### src/rtl/rf_dbg_port_arbiter.sv
// Shares the register file write port and debug read port between writeback and
// an external debug requester that halts the pipeline before each access.
module rf_dbg_port_arbiter #(
  parameter int unsigned XLEN      = 32,
  parameter int unsigned DRAIN_TMO = 64
) (
  input  logic            clk,
  input  logic            rst,
  input  logic            wb_we_i,
  input  logic [4:0]      wb_dst_i,
  input  logic [XLEN-1:0] wb_r_i,
  input  logic            dbg_req_i,
  input  logic            dbg_we_i,
  input  logic [4:0]      dbg_addr_i,
  input  logic [XLEN-1:0] dbg_wdata_i,
  output logic            dbg_ack_o,
  output logic            dbg_err_o,
  output logic [XLEN-1:0] dbg_rdata_o,
  output logic            halt_req_o,
  input  logic            halted_i,
  output logic            rf_we_o,
  output logic [4:0]      rf_waddr_o,
  output logic [XLEN-1:0] rf_wdata_o,
  output logic [4:0]      rf_raddr_o,
  input  logic [XLEN-1:0] rf_rdata_i
);

  localparam int unsigned TMO_W = $clog2(DRAIN_TMO);
  localparam logic [TMO_W-1:0] TMO_LAST = TMO_W'(DRAIN_TMO - 1);

  typedef enum logic [2:0] {
    S_IDLE,
    S_HALT,
    S_ACC,
    S_RD,
    S_RSP
  } state_e;

  state_e            state_q, state_d;
  logic              we_q, we_d;
  logic [4:0]        addr_q, addr_d;
  logic [XLEN-1:0]   wdata_q, wdata_d;
  logic [XLEN-1:0]   rdata_q, rdata_d;
  logic              err_q, err_d;
  logic [TMO_W-1:0]  cnt_q, cnt_d;

  always_ff @(posedge clk) begin
    if (rst) begin
      state_q <= S_IDLE;
      we_q    <= 1'b0;
      addr_q  <= '0;
      wdata_q <= '0;
      rdata_q <= '0;
      err_q   <= 1'b0;
      cnt_q   <= '0;
    end else begin
      state_q <= state_d;
      we_q    <= we_d;
      addr_q  <= addr_d;
      wdata_q <= wdata_d;
      rdata_q <= rdata_d;
      err_q   <= err_d;
      cnt_q   <= cnt_d;
    end
  end

  always_comb begin
    state_d    = state_q;
    we_d       = we_q;
    addr_d     = addr_q;
    wdata_d    = wdata_q;
    rdata_d    = rdata_q;
    err_d      = err_q;
    cnt_d      = cnt_q;
    halt_req_o = 1'b0;
    dbg_ack_o  = 1'b0;
    dbg_err_o  = 1'b0;
    rf_raddr_o = '0;
    // Writeback owns the write port unless a debug write is granted below.
    rf_we_o    = wb_we_i & (wb_dst_i != 5'd0);
    rf_waddr_o = wb_dst_i;
    rf_wdata_o = wb_r_i;

    unique case (state_q)
      S_IDLE: begin
        if (dbg_req_i) begin
          we_d    = dbg_we_i;
          addr_d  = dbg_addr_i;
          wdata_d = dbg_wdata_i;
          err_d   = 1'b0;
          cnt_d   = '0;
          state_d = S_HALT;
        end
      end
      S_HALT: begin
        halt_req_o = 1'b1;
        if (!dbg_req_i) begin
          state_d = S_IDLE;
        end else if (halted_i && !wb_we_i) begin
          state_d = S_ACC;
        end else if (cnt_q == TMO_LAST) begin
          err_d   = 1'b1;
          rdata_d = '0;
          state_d = S_RSP;
        end else begin
          cnt_d = cnt_q + TMO_W'(1);
        end
      end
      S_ACC: begin
        halt_req_o = 1'b1;
        if (we_q) begin
          // A concurrent writeback keeps the port; the debug write retries next cycle.
          if (!wb_we_i) begin
            rf_we_o    = (addr_q != 5'd0);
            rf_waddr_o = addr_q;
            rf_wdata_o = wdata_q;
            err_d      = 1'b0;
            rdata_d    = '0;
            state_d    = S_RSP;
          end
        end else begin
          rf_raddr_o = addr_q;
          state_d    = S_RD;
        end
      end
      S_RD: begin
        halt_req_o = 1'b1;
        rdata_d    = (addr_q == 5'd0) ? '0 : rf_rdata_i;
        err_d      = 1'b0;
        state_d    = S_RSP;
      end
      S_RSP: begin
        dbg_ack_o = 1'b1;
        dbg_err_o = err_q;
        state_d   = S_IDLE;
      end
      default: state_d = S_IDLE;
    endcase
  end

  assign dbg_rdata_o = rdata_q;

endmodule

### config.mk
export PLATFORM = sky130hd
export DESIGN_NAME = rf_dbg_port_arbiter
export DESIGN_NICKNAME = d
export VERILOG_FILES = /design/src/rtl/rf_dbg_port_arbiter.sv
export SDC_FILE = /design/constraint.sdc
export NUM_CORES = 1
export LEC_CHECK = 0
export ABC_CLOCK_PERIOD_IN_PS = 2100
export BUFFER_PORTS_ARGS = -buffer_cell sky130_fd_sc_hd__buf_2
export CAP_MARGIN = 15
export CORE_UTILIZATION = 46
export CTS_BUF_LIST = sky130_fd_sc_hd__clkbuf_4 sky130_fd_sc_hd__clkbuf_8
export CTS_CLUSTER_DIAMETER = 40
export DETAILED_ROUTE_END_ITERATION = 7
export GPL_ROUTABILITY_DRIVEN = 0
export PLACE_DENSITY = 0.81
export SETUP_SLACK_MARGIN = 0.1
export SLEW_MARGIN = 20
export SYNTH_ARGS = -nofsm -noshare
export SYNTH_HDL_FRONTEND = slang
export SYNTH_SLANG_ARGS = --single-unit
### constraint.sdc
create_clock -name clk -period 2.1 [get_ports clk]
set_input_delay 0 -clock clk [delete_from_list [all_inputs] [get_ports clk]]
set_output_delay 0 -clock clk [all_outputs]
set_load 0.03 [all_outputs]
## After elaboration in Yosys (flattened, before gate mapping)

Cells that the tools add are included.

- Add/sub/neg operators: 1
- Equal/unequal tests: 14
- Multiplexer cells: 40
- Bitwise gates (word level): 1
- Reductions and logical operators: 15

Operators by type and width:

| kind | count |
|---|---|
| $mux W32 | 9 |
| $pmux W32 S3 | 1 |
| $mux W5 | 5 |
| $mux W6 | 4 |
| $mux W3 | 6 |
| $ne A2 B2 Y1 const B | 7 |
| $mux W1 | 12 |
| $pmux W3 S4 | 1 |
| $pmux W6 S2 | 1 |
| $reduce_bool A5 Y1 | 2 |
| $reduce_and A7 Y1 | 1 |
| $add A6 B1 Y6 const B | 1 |
| $eq A3 B2 Y1 const B | 2 |
| $eq A6 B6 Y1 const B | 1 |
| $reduce_and A6 Y1 | 1 |
| $logic_not A5 Y1 | 1 |
| $reduce_and A5 Y1 | 1 |
| $ne A4 B4 Y1 const B | 1 |
| $pmux W1 S4 | 1 |
| $reduce_bool A4 Y1 | 1 |
| $eq A3 B1 Y1 const B | 1 |
| $eq A3 B3 Y1 const B | 1 |
| $logic_not A3 Y1 | 1 |
| $ne A3 B3 Y1 const B | 1 |
| 8 further kinds | 8 |

- Register bits after elaboration: 80
- Bits of input ports: 112
- Output and inout port bits: 78
- Logic and storage cells: 78

## Logic depth before layout (Yosys ltp)

Gate-level depths: netlist of the first run.

- Depth after elaboration: 5
- Mapped depth: 7
- Gate-level depth less buffers: 5

## Worst setup path after synthesis of the first run

OpenSTA, ideal clock, no wires.

- Path kind: reg-to-reg
- Start: register cnt_q[0]
- End: register rdata_q[10] (netlist: dbg_rdata_o[10])
- Setup time: 0.059 ns
- Data arrival time: 1.547 ns
- Data required time: 2.041 ns
- Path slack: 0.494 ns
- Cell stages (with the launch flop): 7
- Buffers on the path: 1
- Clock period less this slack: 1.606 ns
- Cell sequence: dfxtp_1 ha_1 and4_1 a41o_1 a21oi_2 buf_2 a22o_1

- Longest elaborated chain between the ends: 3

RTL lines:

| element | RTL line | RTL |
|---|---|---|
| start: declaration | 45 | `logic [TMO_W-1:0] cnt_q, cnt_d;` |
| start signal: assignment | 63 | `cnt_q <= cnt_d;` |
| $eq A6 B6 Y1 | 101 | `end else if (cnt_q == TMO_LAST) begin` |
| $ne A2 B2 Y1 (no line) | -- |  |
| $reduce_and A6 Y1 (no line) | -- |  |
| end signal: assignment | 61 | `rdata_q <= rdata_d;` |
| end: declaration | 43 | `logic [XLEN-1:0] rdata_q, rdata_d;` |

Every way passes these cells.
A chain may end at the register's enable or synchronous reset.

## Final worst setup path of the first run

- Start: register state_q[2]
- End: output port rf_wdata_o[10]

- Longest elaborated chain between the ends: 2

RTL lines:

| element | RTL line | RTL |
|---|---|---|
| start: declaration | 39 | `state_e state_q, state_d;` |
| start signal: assignment | 57 | `state_q <= state_d;` |
| $eq A3 B2 Y1 | 84 | `unique case (state_q)` |
| $mux W32 | 84 |  |
| end: declaration | 23 | `output logic [XLEN-1:0] rf_wdata_o,` |

Every way passes these cells.

==> metrics.md, run 1 <==
| Metric | Value |
|---|---|
| Endpoint required time on the critical path | 2.10 ns |
| CP Launch Type | flop |
| Most instantiated library cell after synthesis | sky130_fd_sc_hd__nand2_1 |
| Actual slew at the worst max-slew pin | 0.607 ns |
| DRC violations left | 0 |
| Final setup slack of the worst path | 0.109 ns |
| Final HPWL DP | 6820 um |
| Total gr overflow | 0 |
| Global-route usage over all layers | 0.298 |
| PortBufs | 189 |
| Synthesized netlist net count | 492 |
| Fmax | 502 MHz |
| Post-route setup TNS | 0 ns |
| Simple-gate share of the synthesized area | 0.186 |
| Initial cell density of the core | 0.479 |
| Dominant cells by area after synthesis | sky130_fd_sc_hd__dfxtp_1, sky130_fd_sc_hd__nand2_1, sky130_fd_sc_hd__a22o_1, sky130_fd_sc_hd__mux2_2, sky130_fd_sc_hd__a21oi_1 |
| Multi-input gate area in the final layout | 1830 um2 |
| Nets@finish | 761 |
| Unique masters post-synth | 45 |
| Vias in the first global route | 3870 |
| Core region area | 7290 um2 |
| Post-Syn Area per Cell | 9.21 um2 |
| Proportion of synthesized area in mux cells | 0.119 |
| Synth Area in Adders | 0.00359 |
| #FFs+latches synth | 80 |
| Max-cap violations | 0 |
| Antenna-violating nets left | 0 |
| Worst setup slack after placement | 0.134 ns |
| Leakage power | 2.68 nW |
| Sequential cell area in the final layout | 1610 um2 |
| Final core occ | 0.795 |
| Number of flops mapped to enable cells by yosys | 0 |
| Kind of capture point of the worst setup path | output pin |
| Wire length of the first global-routing pass | 18100 um |
| Die height | 89.1 um |
| Mean number of vias per cell | 5.61 |
| Total vias in the final route | 4222 |
| Part of the cycle the worst path needs | 0.948 |
| Maximum number of pins on one net before global-route repair | 49 |
| Largest family of logic cells by synthesized area | simple AND/OR/NAND/NOR gates |
| Worst hold slack | 0.0183 ns |
| Sequential share of the synthesized area | 0.459 |
| H-tree lvl count | 3 |
| Clock-pin slew reported for the worst setup and hold paths after clock tree synthesis | 0.09 ns |
| Die Footprint | 7940 um2 |
| Maximum VDD drop | 0.459 mV |
| CTS Root Cell | sky130_fd_sc_hd__clkbuf_8 |
| Top-area cell type share of the netlist area | 0.459 |
| Count of endpoints failing hold in the final timing report | 0 |
| Signal arrival time at the worst endpoint | 1.99 ns |
| Standard-cell rows | 31 |
| Cell taking the most area after synthesis | sky130_fd_sc_hd__dfxtp_1 |
| Count of synthesis-stage warnings from yosys | 0 |
| Clock sinks | 80 |
| Kind of critical path | reg2out |
| Total setup violations reported at the end of the flow | 0 |
| Layout Area Growth over Synthesis | 66.1% |
| CTS tree | built |
| Worst min-delay path class | in2reg |
| Post-Route Skew | 0.0145 ns |
| Setup repair after global routing missed its margin | no |
| Fraction of layout cells with a size suffix above 1 | 0.413 |
| Deepest clock path buffer count | 2 |
| Number of antenna violations at the first check in global routing | 0 |
| Clock period minus worst slack | 1.99 ns |
| I/O pins | 190 |
| Async set or reset register ratio after synthesis | 0 |
| Fillers | 403 |
| Post-detailed-routing wire length | 14500 um |
| Iteration-0 DRC count of the detailed router | 144 |
| Die X-Extent | 89.1 um |
| Syn Inst Count | 379 |
| Xor and xnor fraction of the mapped netlist area | 0 |
| Detailed-routing iteration count for the pre-antenna-repair pass | 5 |
| Wire length per cell after detailed routing | 19.2 um |
| Dominant register cell in the synthesized netlist | sky130_fd_sc_hd__dfxtp_1 |
| Crit path max fanout | 10 |
| Relative slew slack | 0.595 |
| Number of diodes added for antenna fixing | 0 |
| Synth cell count leaders | sky130_fd_sc_hd__nand2_1, sky130_fd_sc_hd__dfxtp_1, sky130_fd_sc_hd__a21oi_1 |
| Clk Latency, worst-skew pair | 0.36 ns |
| Number of buffers added by the clock tree synthesis step | 9 |
| Cell area after synthesis | 3490 um2 |
| Run status | completed |
| Number of pins with negative max-slew slack in the final report | 0 |
| Power Density | 653 nW/um2 |
| Compound-gate portion of the synthesized area | 0.186 |
==> kinds of logic (layout without fill, tap and decap cells) <==
| logic type | after synthesis | after routing |
|---|---|---|
| adder cells (fa/ha/maj) | 1 | 1 |
| buffers and inverters | 29 | 302 |
| AND/OR/NAND/NOR | 136 | 136 |
| multiplexers | 37 | 37 |
| flip-flops | 80 | 80 |
| AO/OA/AOI/OAI | 96 | 97 |
==> where the power goes <==
part | internal [mW] | switching, mW | total (mW)
combinational | 0.400 | 0.515 | 0.915
clock | 0.599 | 0.615 | 1.21
sequential | 1.60 | 0.0587 | 1.65
total | 2.59 | 1.19 | 3.78
==> cells in the final DEF, fill, tap and decap left out, drive strengths merged, types with 2 or more instances in the layout <==
master / count
nor3b: 2
o21ai: 5
a211oi: 2
and3: 3
nor2: 13
nor3: 7
buf: 213
a221oi: 2
or4: 2
dfxtp: 80
mux2: 37
clkinv: 2
and2: 8
a21oi: 49
nand2b: 6
nor2b: 5
nand2: 81
inv: 4
a22o: 32
a31oi: 2
dlygate4sd3: 70
clkbuf: 11
==> final timing paths <==
path,startpoint,end,slack [ns],depth (start not counted)
max,state_q[2]$_SDFFE_PP0P_,rf_wdata_o[10],0.11,6
max reg2reg,cnt_q[0]$_SDFFE_PP0P_,dbg_rdata_o[23]$_SDFFE_PP0P_,0.25,5
min reg2reg,wdata_q[27]$_SDFFE_PP0P_,wdata_q[27]$_SDFFE_PP0P_,0.47,2
min,dbg_req_i,state_q[1]$_SDFFE_PP0P_,0.02,3
==> area by class of cell <==
cell class / count / share of cell area
Timing Repair Buffer: 284 / 0.348
Multi-Input combinational cell: 271 / 0.315
Sequential cell: 80 / 0.278
Clock buffer: 10 / 0.0237
Tap cell: 99 / 0.0214
Clock inverter: 6 / 0.0130
Inverter: 2 / 0.00130
==> routing by layer <==
metal / share of wire / track usage / vias up
li1: - / - / 1877
met1: 0.36 / 0.341 / 1963
met2: 0.49 / 0.527 / 311
met3: 0.096 / 0.0720 / 71
met4: 0.048 / 0.136 / 0
met5: 0 / 0 / -
==> state kept, by name, summed over array words and instances, names as in the netlist <==
name,cells
addr_q,5
cnt_q,6
dbg_rdata_o,32
err_q,1
state_q,3
wdata_q,32
we_q,1
==> critical path: stages, from the launching register on <==
cell and delay (ns):
sky130_fd_sc_hd__dfxtp_4 0.38, sky130_fd_sc_hd__nand2b_4 0.18, sky130_fd_sc_hd__nor3_4 0.24, sky130_fd_sc_hd__buf_6 0.16
sky130_fd_sc_hd__buf_12 0.14, sky130_fd_sc_hd__mux2_1 0.36, sky130_fd_sc_hd__buf_2 0.19
==> per-stage QoR <==
| stage | power (mW) | cell area [um2] | cells |
|---|---|---|---|
| after global routing | 3.91 | 5800 | 752 |
| after detailed placement | 2.36 | 4540 | 654 |
| after floorplan | 2.12 | 3490 | 379 |
| final | 3.78 | 5800 | 752 |
| after global placement | 2.34 | 4530 | 654 |
| after CTS | 3.66 | 5570 | 745 |
==> what timing repair did <==
item                                    4_1_cts  5_1_grt
gates cloned                                  2        2
endpoints found under the setup margin       38       70
pin swaps                                     1        2
hold buffers                                 70        0
resized for setup                            19       64
setup buffers                                 3        5
endpoints found under the hold margin        70        0
Power figures use the tool's default switching activity.
==> run 2, diff against run 1 <==
ABC_CLOCK_PERIOD_IN_PS = 2000   (was 2100)
clock period = 2 ns   (was 2.1 ns; I/O delays follow)
==> run 2 against run 1 <==
  * Flip-flop and latch count stayed put
  * Non-clock buffer count is 8 lower
  * Wire length is 16% lower
  * Total power is 2.3% higher
  * Critical endpoint is now rf_wdata_o[30]
==> metrics.md, run 2 (synthesis results as in run 1) <==
| Metric | Value |
|---|---|
| CTS tree | built (unchanged) |
| Top sig layer | met4 (unchanged) |
| Final HPWL DP | 6750 um (was 6820 um) |
| Maximum number of pins on one net before global-route repair | 50 (was 49) |
| Worst min-delay path class | in2reg (unchanged) |
| Number of diodes added for antenna fixing | 0 (unchanged) |
| Clock period minus worst slack | 1.91 ns |
| Max-cap violations | 0 (unchanged) |
| Hold Path Origin | dbg_req_i (unchanged) |
| Post-detailed-routing wire length | 12200 um (was 14500 um) |
| Deepest clock path buffer count | 2 (unchanged) |
| Worst hold slack | 0.0284 ns (was 0.0183 ns) |
| Initial cell density of the core | 0.479 (unchanged) |
| Clock sinks | 80 (unchanged) |
| Maximum VDD drop | 0.435 mV (was 0.459 mV) |
| Total setup violations reported at the end of the flow | 0 (unchanged) |
| Worst setup slack after placement | 0.242 ns (was 0.134 ns) |
| CP Launch Type | flop (unchanged) |
| Final Instance Count excl. Fillers | 743 (was 752) |
| Wire length of the first global-routing pass | 17700 um (was 18100 um) |
| Met3 WL | 1020 um (was 1380 um) |
| CTS Root Cell | sky130_fd_sc_hd__clkbuf_8 (unchanged) |
| Actual slew at the worst max-slew pin | 0.537 ns (was 0.607 ns) |
| Die Footprint | 7940 um2 (unchanged) |
| Most common library cell in the layout ignoring fill and taps | sky130_fd_sc_hd__buf_2 (unchanged) |
| Clock-pin slew reported for the worst setup and hold paths after clock tree synthesis | 0.08 ns (was 0.09 ns) |
| Core region area | 7290 um2 (unchanged) |
| Number of pins with negative max-slew slack in the final report | 0 (unchanged) |
| Antenna-violating nets left | 0 (unchanged) |
| Total gr overflow | 0 (unchanged) |
| Detailed-routing iteration count for the pre-antenna-repair pass | 5 (unchanged) |
| Post-Route Skew | 0.0156 ns (was 0.0145 ns) |
| Wire length per cell after detailed routing | 16.4 um (was 19.2 um) |
| Layout Area Growth over Synthesis | 60.3% (was 66.1%) |
| Kind of critical path | reg2out (unchanged) |
| H-tree lvl count | 3 (unchanged) |
| Signal arrival time at the worst endpoint | 1.91 ns (was 1.99 ns) |
| FF-to-FF Start | cnt_q[0]$_SDFFE_PP0P_ (unchanged) |
| Part of the cycle the worst path needs | 0.955 |
| Global-route usage over all layers | 0.290 (was 0.298) |
| Die X-Extent | 89.1 um (unchanged) |
| Critical path launch point | state_q[2]$_SDFFE_PP0P_ (unchanged) |
| Final core occ | 0.767 (was 0.795) |
| Total placed cells including tap cells | 652 (was 654) |
| Number of buffers added by the clock tree synthesis step | 9 (unchanged) |
| Fraction of layout cells with a size suffix above 1 | 0.405 (was 0.413) |
| Worst path buffer plus inverter count | 3 (unchanged) |
| Leakage power | 2.57 nW (was 2.68 nW) |
| Count of endpoints failing hold in the final timing report | 0 (unchanged) |
| Clk Latency, worst-skew pair | 0.35 ns (was 0.36 ns) |
| Final setup slack of the worst path | 0.0906 ns (was 0.109 ns) |
| Number of antenna violations at the first check in global routing | 0 (unchanged) |
| Vias in the first global route | 3867 (was 3870) |
| Mean number of vias per cell | 5.33 (was 5.61) |
| Endpoint required time on the critical path | 2.00 ns (was 2.10 ns) |
| DRC violations left | 0 (unchanged) |
| Met2 wirelength from detailed routing | 6040 um (was 7150 um) |
| PortBufs | 189 (unchanged) |
| Power Density | 692 nW/um2 (was 653 nW/um2) |
| Run status | completed (unchanged) |
| I/O pins | 190 (unchanged) |
| Fmax | 524 MHz |
| Cells along the critical path | nand2b_4, nor3_4, buf_6, buf_12, mux2_2, clkbuf_4 (was nand2b_4, nor3_4, buf_6, buf_12, mux2_1, buf_2) |
| Worst path max stage delay | 0.35 ns (was 0.38 ns) |
| Post-route setup TNS | 0 ns (unchanged) |
| Iteration-0 DRC count of the detailed router | 284 (was 144) |
| Setup repair after global routing missed its margin | yes (was no) |
| Relative slew slack | 0.641 (was 0.595) |
| Wire length the detailed router placed on met1 | 4880 um (was 5230 um) |
| Standard-cell rows | 31 (unchanged) |
| Total vias in the final route | 3957 (was 4222) |
| Kind of capture point of the worst setup path | output pin (unchanged) |
| Most frequent cells in the layout | sky130_fd_sc_hd__buf_2, sky130_fd_sc_hd__nand2_1, sky130_fd_sc_hd__dfxtp_1 (unchanged) |
| Crit path max-delay cell type | sky130_fd_sc_hd__mux2_2 (was sky130_fd_sc_hd__dfxtp_4) |
| Nets@finish | 752 (was 761) |
| Crit path max fanout | 14 (was 10) |
| Kind of cell adding the most delay to the critical path | buffers and inverters (unchanged) |
| Die height | 89.1 um (unchanged) |
run 2: layout make-up:
type | instances | area, um2
Timing Repair Buffer | 276 | 1870
Multi-Input combinational cell | 270 | 1770
Fill cell | 473 | 1700
Sequential cell | 80 | 1610
Clock buffer | 10 | 138
Tap cell | 99 | 124
Clock inverter | 6 | 75.1
Inverter | 2 | 7.51
run 2: worst min-delay path: stages:
cell and delay, ns:
sky130_fd_sc_hd__buf_2 0.14, sky130_fd_sc_hd__nor2_1 0.10, sky130_fd_sc_hd__a221oi_1 0.08
run 2: timing repair:
item	in CTS	in global routing
hold buffers	70	0
hold endpoints to repair	70	0
gates cloned	1	0
setup buffers	2	2
endpoints found under the setup margin	38	43
resized for setup	11	31
pin swaps	1	2
run 2: final timing paths:
kind | to | slack (ns) | cells past startpoint
max reg2reg | dbg_rdata_o[0]$_SDFFE_PP0P_ | 0.27 | 6
min | state_q[1]$_SDFFE_PP0P_ | 0.03 | 3
max | rf_wdata_o[30] | 0.09 | 6
min reg2reg | wdata_q[27]$_SDFFE_PP0P_ | 0.46 | 2
run 2: metal layers:
layer,GRT usage,vias up
li1,-,1859
met1,0.329,1846
met2,0.517,225
met3,0.0766,27
met4,0.117,0
met5,0,-
run 2: stage by stage:
step                instance area [um2]  total power, mW
global route                       5590             4.04
finish                             5590             3.87
CTS                                5530             3.84
floorplan                          3490             2.22
global placement                   4540             2.47
detailed placement                 4540             2.48
run 2: where the power goes:
group | switching (mW) | internal, mW | total (mW) | leakage, nW
combinational | 0.483 | 0.391 | 0.874 | 1.82
clock | 0.629 | 0.629 | 1.26 | 0.105
sequential | 0.0630 | 1.68 | 1.74 | 0.652
total | 1.18 | 2.70 | 3.87 | 2.57
==> run 3, diff against run 2 <==
CORE_ASPECT_RATIO = 1.5   (was not set)
==> run 3 against run 2 <==
  * Sequential share of layout area is 1.3 points lower
  * Clock skew shrank 0.0012 ns
  * Cell area up 5.0%
  * Setup slack got worse by 0.042 ns
  * Clock power barely moved
  * Die area barely moved
  * Register-to-register slack worse by 0.04 ns
  * Via count rose by 10%
  * Combinational power rose by 11%
  * Count of clock-buffer cells in the layout did not move
==> metrics.md, run 3 (synthesis results as in run 1) <==
| Metric | Value |
|---|---|
| Iteration-0 DRC count of the detailed router | 344 (was 284) |
| Worst path buffer plus inverter count | 3 (unchanged) |
| Kind of critical path | reg2out (unchanged) |
| Leakage power | 2.71 nW (was 2.57 nW) |
| Signal arrival time at the worst endpoint | 1.95 ns (was 1.91 ns) |
| Kind of capture point of the worst setup path | output pin (unchanged) |
| Worst reg2reg path endpoint | dbg_rdata_o[14]$_SDFFE_PP0P_ (was dbg_rdata_o[0]$_SDFFE_PP0P_) |
| Number of cells on the worst hold path | 3 (unchanged) |
| H-tree lvl count | 3 (unchanged) |
| Clock sinks | 80 (unchanged) |
| Clk Latency, worst-skew pair | 0.36 ns (was 0.35 ns) |
| Post-Route Skew | 0.0144 ns (was 0.0156 ns) |
| Fraction of layout cells with a size suffix above 1 | 0.423 (was 0.405) |
| Total placed cells including tap cells | 651 (was 652) |
| Hold Path Origin | rst (was dbg_req_i) |
| Placement-stage cell area | 4530 um2 (was 4540 um2) |
| Final Instance Count excl. Fillers | 748 (was 743) |
| Worst min-delay path class | in2reg (unchanged) |
| Post-detailed-routing wire length | 15300 um (was 12200 um) |
| Count of endpoints failing hold in the final timing report | 0 (unchanged) |
| I/O pins | 190 (unchanged) |
| Clock period minus worst slack | 1.95 ns (was 1.91 ns) |
| Initial cell density of the core | 0.480 (was 0.479) |
| Maximum VDD drop | 0.472 mV (was 0.435 mV) |
| PortBufs | 189 (unchanged) |
| Crit path max-delay cell type | sky130_fd_sc_hd__dfxtp_4 (was sky130_fd_sc_hd__mux2_2) |
| Standard-cell rows | 38 (was 31) |
| Actual slew at the worst max-slew pin | 0.616 ns (was 0.537 ns) |
| Vias in the first global route | 3969 (was 3867) |
| Final HPWL DP | 6660 um (was 6750 um) |
| Number of buffers added by the clock tree synthesis step | 9 (unchanged) |
| Global-route usage over all layers | 0.313 (was 0.290) |
| Die Footprint | 7950 um2 (was 7940 um2) |
| Worst path max stage delay | 0.38 ns (was 0.35 ns) |
| FF-to-FF Start | cnt_q[0]$_SDFFE_PP0P_ (unchanged) |
| Deepest clock path buffer count | 2 (unchanged) |
| Die X-Extent | 73.1 um (was 89.1 um) |
| DRC violations left | 0 (unchanged) |
| Die height | 109 um (was 89.1 um) |
| Setup repair after global routing missed its margin | yes (unchanged) |
| CTS tree | built (unchanged) |
| Terminating pin of the worst hold path | cnt_q[1]$_SDFFE_PP0P_ (was state_q[1]$_SDFFE_PP0P_) |
| Mean number of vias per cell | 5.82 (was 5.33) |
| Total vias in the final route | 4352 (was 3957) |
| Layout Area Growth over Synthesis | 68.3% (was 60.3%) |
| Total gr overflow | 0 (unchanged) |
| Nets@finish | 756 (was 752) |
| Worst-case register-to-register setup slack | 0.23 ns (was 0.27 ns) |
| Run status | completed (unchanged) |
| Cell depth of the worst setup path | 6 (unchanged) |
| Total setup violations reported at the end of the flow | 0 (unchanged) |
| Max-cap violations | 0 (unchanged) |
| Part of the cycle the worst path needs | 0.976 (was 0.955) |
| Detailed-routing iteration count for the pre-antenna-repair pass | 5 (unchanged) |
| Final cell area excluding filler cells | 5870 um2 (was 5590 um2) |
| Wire length per cell after detailed routing | 20.4 um (was 16.4 um) |
| CTS Root Cell | sky130_fd_sc_hd__clkbuf_8 (unchanged) |
| Maximum number of pins on one net before global-route repair | 39 (was 50) |
| Cells along the critical path | nand2b_4, nor3_4, buf_6, buf_16, mux2_2, buf_2 (was nand2b_4, nor3_4, buf_6, buf_12, mux2_2, clkbuf_4) |
| Most frequent cells in the layout | sky130_fd_sc_hd__buf_2, sky130_fd_sc_hd__nand2_1, sky130_fd_sc_hd__dfxtp_1 (unchanged) |
| Number of pins with negative max-slew slack in the final report | 0 (unchanged) |
| Worst hold slack | 0.204 ns (was 0.0284 ns) |
| Kind of cell adding the most delay to the critical path | buffers and inverters (unchanged) |
| Number of antenna violations at the first check in global routing | 0 (unchanged) |
| Clock-pin slew reported for the worst setup and hold paths after clock tree synthesis | 0.09 ns (was 0.08 ns) |
| Core region area | 7270 um2 (was 7290 um2) |
| Antenna-violating nets left | 0 (unchanged) |
| Fmax | 512 MHz (was 524 MHz) |
| Number of diodes added for antenna fixing | 0 (unchanged) |
| Wire length of the first global-routing pass | 18900 um (was 17700 um) |
| Relative slew slack | 0.589 (was 0.641) |
| Crit path max fanout | 8 (was 14) |
| CP Launch Type | flop (unchanged) |
| Power Density | 683 nW/um2 (was 692 nW/um2) |
| Count of cells along the worst register-to-register path | 6 (unchanged) |
| Endpoint required time on the critical path | 2.00 ns (about the same) |
| Most common library cell in the layout ignoring fill and taps | sky130_fd_sc_hd__buf_2 (unchanged) |
run 3: changes by cell type in the layout (fill, tap and decap cells not counted):
cell,change
sky130_fd_sc_hd__buf_12,-1
sky130_fd_sc_hd__buf_2,-19
sky130_fd_sc_hd__buf_4,-6
sky130_fd_sc_hd__buf_6,+28
sky130_fd_sc_hd__clkbuf_16,+2
sky130_fd_sc_hd__clkbuf_4,-1
sky130_fd_sc_hd__dfxtp_2,-2
sky130_fd_sc_hd__dfxtp_4,+2
sky130_fd_sc_hd__dlygate4sd3_1,+1
sky130_fd_sc_hd__mux2_1,-9
sky130_fd_sc_hd__mux2_2,-7
sky130_fd_sc_hd__mux2_4,+16
sky130_fd_sc_hd__nor3_1,-1
sky130_fd_sc_hd__nor3_2,+1
run 3: worst max path at each step:
stage,from,end
floorplan,cnt_q[0]$_SDFFE_PP0P_,dbg_rdata_o[10]$_SDFFE_PP0P_
global placement,cnt_q[0]$_SDFFE_PP0P_,dbg_rdata_o[25]$_SDFFE_PP0P_
detailed placement,state_q[1]$_SDFFE_PP0P_,rf_wdata_o[4]
CTS,state_q[2]$_SDFFE_PP0P_,rf_wdata_o[24]
global route,state_q[1]$_SDFFE_PP0P_,rf_wdata_o[27]
finish,state_q[2]$_SDFFE_PP0P_,rf_wdata_o[27]
run 3: power breakdown:
part,internal [mW],switching [mW]
Combinational,0.440,0.531
Clock,0.628,0.648
Sequential,1.68,0.0900
Total,2.74,1.27
run 3: per-layer routing:
metal,vias up,track usage,share of wire
met2,389,0.556,0.49
met3,103,0.0767,0.10
met4,0,0.178,0.068
met5,-,0,0
li1,1866,-,-
met1,1994,0.330,0.35
run 3: layout make-up:
| type | instances | area [um2] |
|---|---|---|
| repair buffers | 280 | 2080 |
| flip-flops and latches | 80 | 1610 |
| fillers | 376 | 1400 |
| clock buffers | 10 | 138 |
| multi-input cells | 270 | 1840 |
| well taps | 100 | 125 |
| clock inverters | 6 | 75.1 |
| inverters | 2 | 7.51 |
run 3: repair_timing:
item | 4_1_cts | 5_1_grt
endpoints found under the hold margin | 71 | 0
setup endpoints to repair | 43 | 41
buffers inserted | 3 | 5
pin swaps | 1 | 0
hold buffers | 71 | 0
resized for setup | 10 | 115
gates cloned | 1 | 2
run 3: worst reg2reg max path, stage by stage, from the launching register on:
cell                      delay [ns]
sky130_fd_sc_hd__dfxtp_1        0.34
sky130_fd_sc_hd__ha_1           0.27
sky130_fd_sc_hd__and4_1         0.28
sky130_fd_sc_hd__a41o_1         0.27
sky130_fd_sc_hd__a21oi_2        0.18
sky130_fd_sc_hd__buf_12         0.21
sky130_fd_sc_hd__a22o_1         0.18
run 3: stage by stage:
| stage | util | setup slack, ns | TNS [ns] | power, mW |
|---|---|---|---|---|
| 3_5_place_dp | 0.622 | 0.225 | 0 | 2.47 |
| 5_1_grt | 0.807 | -0.0163 | -0.0332 | 4.13 |
| 3_3_place_gp | 0.622 | 0.311 | 0 | 2.45 |
| 6_report | 0.807 | 0.0482 | 0 | 4.01 |
| 2_1_floorplan | - | 0.394 | 0 | 2.22 |
| 4_1_cts | 0.760 | 0.103 | 0 | 3.84 |
